### src/rtl/id_inst_buffer.sv
// id_inst_buffer: IF->ID instruction FIFO pairing each fetched PC with the SRAM data returned a cycle later.
// An empty buffer bypasses the capture stage straight to decode; flush and rst both drop all contents.
module id_inst_buffer #(
    parameter int DEPTH  = 4,
    parameter int PC_W   = 32,
    parameter int INST_W = 32,
    parameter int CNT_W  = $clog2(DEPTH) + 1
) (
    input  logic              clk,
    input  logic              rst,
    input  logic              flush,
    input  logic              if_valid,
    input  logic [PC_W-1:0]   if_pc,
    output logic              fetch_ready,
    input  logic [INST_W-1:0] inst_sram_rdata,
    output logic              out_valid,
    output logic [PC_W-1:0]   out_pc,
    output logic [INST_W-1:0] out_inst,
    input  logic              out_ready,
    output logic [CNT_W-1:0]  count
);
    localparam int PTR_W = $clog2(DEPTH);
    localparam logic [CNT_W:0] OCC_MAX = (CNT_W + 1)'(DEPTH);

    logic              r_s1_valid;
    logic [PC_W-1:0]   r_s1_pc;
    logic [PC_W-1:0]   r_mem_pc   [DEPTH];
    logic [INST_W-1:0] r_mem_inst [DEPTH];
    logic [PTR_W-1:0]  r_rd_ptr;
    logic [PTR_W-1:0]  r_wr_ptr;
    logic [CNT_W-1:0]  r_count;
    logic              w_clr;
    logic              w_empty;
    logic              w_accept;
    logic              w_push;
    logic              w_pop;
    logic [CNT_W:0]    w_occ;

    assign w_clr    = rst || flush;
    assign w_empty  = r_count == '0;
    // The in-flight pair reserves its slot, so back-pressure never depends on out_ready.
    assign w_occ    = {1'b0, r_count} + {{CNT_W{1'b0}}, r_s1_valid};
    assign fetch_ready = w_occ < OCC_MAX;
    assign w_accept = if_valid && fetch_ready && !flush;
    assign w_push   = r_s1_valid && !(w_empty && out_ready) && !w_clr;
    assign w_pop    = !w_empty && out_ready && !w_clr;
    assign count    = r_count;

    always_comb begin
        out_valid = !w_empty || r_s1_valid;
        out_pc    = !w_empty ? r_mem_pc[r_rd_ptr]   : r_s1_valid ? r_s1_pc         : '0;
        out_inst  = !w_empty ? r_mem_inst[r_rd_ptr] : r_s1_valid ? inst_sram_rdata : '0;
    end

    always_ff @(posedge clk) begin
        r_s1_pc <= if_pc;
        if (w_clr) begin
            r_s1_valid <= 1'b0;
            r_rd_ptr   <= '0;
            r_wr_ptr   <= '0;
            r_count    <= '0;
        end else begin
            r_s1_valid <= w_accept;
            r_rd_ptr   <= w_pop  ? r_rd_ptr + PTR_W'(1) : r_rd_ptr;
            r_wr_ptr   <= w_push ? r_wr_ptr + PTR_W'(1) : r_wr_ptr;
            r_count    <= (w_push && !w_pop) ? r_count + CNT_W'(1) :
                          (w_pop && !w_push) ? r_count - CNT_W'(1) : r_count;
        end
    end

    always_ff @(posedge clk) begin
        if (w_push) begin
            r_mem_pc[r_wr_ptr]   <= r_s1_pc;
            r_mem_inst[r_wr_ptr] <= inst_sram_rdata;
        end
    end
endmodule
### config.mk
export PLATFORM = sky130hd
export DESIGN_NAME = id_inst_buffer
export DESIGN_NICKNAME = d
export VERILOG_FILES = /design/src/rtl/id_inst_buffer.sv
export SDC_FILE = /design/constraint.sdc
export NUM_CORES = 1
export LEC_CHECK = 0
export BUFFER_PORTS_ARGS = -buffer_cell sky130_fd_sc_hd__buf_2
export CELL_PAD_IN_SITES_DETAIL_PLACEMENT = 0
export CELL_PAD_IN_SITES_GLOBAL_PLACEMENT = 2
export CORE_MARGIN = 1.5
export CORE_UTILIZATION = 45
export CTS_BUF_LIST = sky130_fd_sc_hd__clkbuf_2
export CTS_CLUSTER_DIAMETER = 100
export DETAILED_ROUTE_END_ITERATION = 12
export GPL_TIMING_DRIVEN = 0
export PLACE_DENSITY = 0.93
export SYNTH_ARGS = -nofsm -noshare
export SYNTH_HDL_FRONTEND = slang
export SYNTH_SLANG_ARGS = --single-unit
### constraint.sdc
create_clock -name clk -period 3.3 [get_ports clk]
set_input_delay 0.33 -clock clk [delete_from_list [all_inputs] [get_ports clk]]
set_output_delay 0.33 -clock clk [all_outputs]
set_load 0.03 [all_outputs]
==> metrics.cfg <==
[critical_path]
crit_buf_inv = 3
regToRegEndpoint = count[2]
crit_path_start_kind = flip-flop
cpPeakStageDelay_ps = 490
r2r_setup_slack_ps = 830
crit_chain = clkbuf_2 -> clkbuf_1 -> nand3_1 -> nand2_1 -> buf_2
path_class = flip-flop to output port
crit_required_ps = 2970
arrival_ps = 2610
ff2ff_path_depth = 10
end_kind = output port
crit_family = buffers and inverters
critPathMaxFanout = 10
cpMaxStageDelayCell = clkbuf_1
r2r-start = count[0]

[global_routing]
globalRouteTotalUtil = 0.181
grt_pass1_wl_um = 36200
grt_pass1_vias = 6884
grt_max_degree = 42
antenna_found_initial = 2
gr-total-overflow = 0

[clocking]
cts_root_buffer = clkbuf_2
htree_levels = 3
cts_sinks = 298
cts_buffer_depth = 3
numCtsBuffers = 76
cts_tree = yes
clkSlewWorstSetupHoldPaths_ps = 90
insertion_delay_ps = 840

[synthesis]
ys_warn_count = 0
ys_seq_area_frac = 0.745
yosys-top-cells-area = edfxtp_1 67%, mux4_2 12%, dfxtp_1 7.3%
syn_avg_cell_area_um2 = 17.9
yosysTopAreaCell = edfxtp_1
syn_inst = 638
synth_top_area_frac = 0.672
syn_area_um2 = 11400
yosysUniqueCellTypes = 34
synth_nets = 713
ys_ff_latch = 298

[pwr]
finalPower_w = 0.00687
ir_worst_vdd_mv = 0.257
p_leak_nw = 5.38
p_per_area_nw_per_um2 = 488

[die]
start_util = 0.457
fp.dieW_um = 162
core_um2 = 25000
die_h_um = 162
dieArea_um2 = 26400
pin_count = 138
num_rows = 58

[drt]
via_count = 6573
drcViolationCount = 0
dr.pass1.iters = 5
ant_nets = 0
wl_per_cell_um = 17.7
vias_per_cell = 4.99
drt_iter0_markers = 348
wl_um = 23300

[cells_and_area]
fillers = 2052
layout-drive-gt1-share = 0.371
final_common_cell = edfxtp_1
final_cell_mix = 256 x edfxtp_1, 145 x buf_2, 130 x nand2_1, 121 x clkbuf_2, 72 x dlygate4sd3_1
nNetsFinal = 1004
fin_util = 0.562
area_delta_synth_final_pct = 23.0

[worst_hold_path]
hp-class = input port to flip-flop
whs_path_depth = 2
worst_hold_path.endpoint = r_s1_pc[1]
holdCritStartpoint = if_pc[1]

[timing]
hold_viol_final = 0
maxSlewViolCount = 0
relSlewSlack = 0.616
rsz0062_at_grt = no
setup_viol = 0
tightestPinTransition_ps = 576
max_freq_mhz = 340
skew_ps = 66.8
fin_crit_sh = 0.890
period_minus_slack_ps = 2940

[placed_design]
dp_hpwl_um = 13400
portBuffers = 137
gp_congestion = 0.693

[job]
maxCapViolations = 0

[run_status]
status = complete, no violations

routing by layer:
layer	track usage	part of all wire	up-vias
met5	0	0	-
met4	0.0713	0.021	0
met3	0.0430	0.059	45
met2	0.290	0.48	225
met1	0.242	0.44	3205
li1	-	-	3098
cells by family (layout without fill, tap and decap cells):
logic type | Yosys count | count (layout) | share of synthesized area
flip-flops | 298 | 298 | 0.745
multiplexers | 65 | 65 | 0.128
AND/OR/NAND/NOR | 216 | 216 | 0.0826
AO/OA/AOI/OAI | 8 | 8 | 0.00415
XOR/XNOR | 4 | 4 | 0.00306
other | 0 | 2 | 0
adder cells (fa/ha/maj) | 6 | 6 | 0.00721
buffers and inverters | 41 | 389 | 0.0298
Yosys cell counts:
cell and count:
a21oi_1 2, a31oi_1 1, and2_1 4, and3_1 1
buf_1 3, buf_12 6, buf_2 8, buf_4 7
buf_6 7, clkbuf_1 5, clkbuf_2 1, dfxtp_1 42
edfxtp_1 256, fa_1 1, ha_1 5, inv_1 4
mux2i_1 1, mux4_1 4, mux4_2 60, nand2_1 130
nand3_1 66, nand4_1 1, nor2_1 7, nor3_1 1
nor3_2 1, nor4b_2 1, o21ai_0 3, o311ai_0 1
o31ai_1 1, or2_2 1, or3_1 1, or3_4 1
or4b_1 1, xor2_1 4
how the worst max path moves through the flow:
stage	cells after the start	start	endpoint	slack (ps)
floorplan	4	rst	r_mem_inst[0][0]	330
detailed placement	10	rst	count[2]	690
global placement	5	rst	r_mem_pc[1][24]	-1110
CTS	5	r_s1_valid	out_inst[29]	220
finish	5	r_s1_valid	out_inst[29]	360
global route	5	r_s1_valid	out_inst[29]	120
stage by stage:
stage / setup slack, ps / cells / area (um2) / setup TNS, ps / hold slack (ps)
floorplan: 327 / 638 / 11400 / 0 / 358
global placement: -1110 / 1105 / 12500 / -277500 / 432
detailed placement: 690 / 1109 / 12700 / 0 / 434
CTS: 217 / 1316 / 14100 / 0 / 3.60
global route: 118 / 1318 / 14100 / 0 / 38.2
finish: 362 / 1318 / 14100 / 0 / 120
power breakdown:
group	leakage [nW]	switching, W	internal (W)
Combinational	2.18	0.000167	0.000134
Clock	0.550	0.00141	0.00102
Sequential	2.65	0.0000298	0.00411
state kept, by name (all words and copies together) (netlist names), named ones only:
signal      flops
r_s1_valid      1
r_rd_ptr        2
r_wr_ptr        2
r_mem_pc      128
r_mem_inst    128
r_s1_pc        32
count           3
area by class of cell:
class | instances | area [um2] | area share
antenna | 2 | 5.00 | 0.000355
sequential | 298 | 8530 | 0.606
multi-input combinational | 299 | 2590 | 0.184
timing repair buffer | 213 | 1520 | 0.108
buffer | 37 | 328 | 0.0233
inverter | 4 | 15.0 | 0.00107
clock buffer | 119 | 596 | 0.0423
tap | 330 | 413 | 0.0293
clock inverter | 16 | 90.1 | 0.00640
what timing repair did:
action	CTS	global route
hold endpoints to repair	170	0
setup endpoints to repair	1	0
buffers inserted	0	0
gates resized for setup	1	0
hold buffers	72	0
Note: power is estimated with default switching activity, not from simulation.
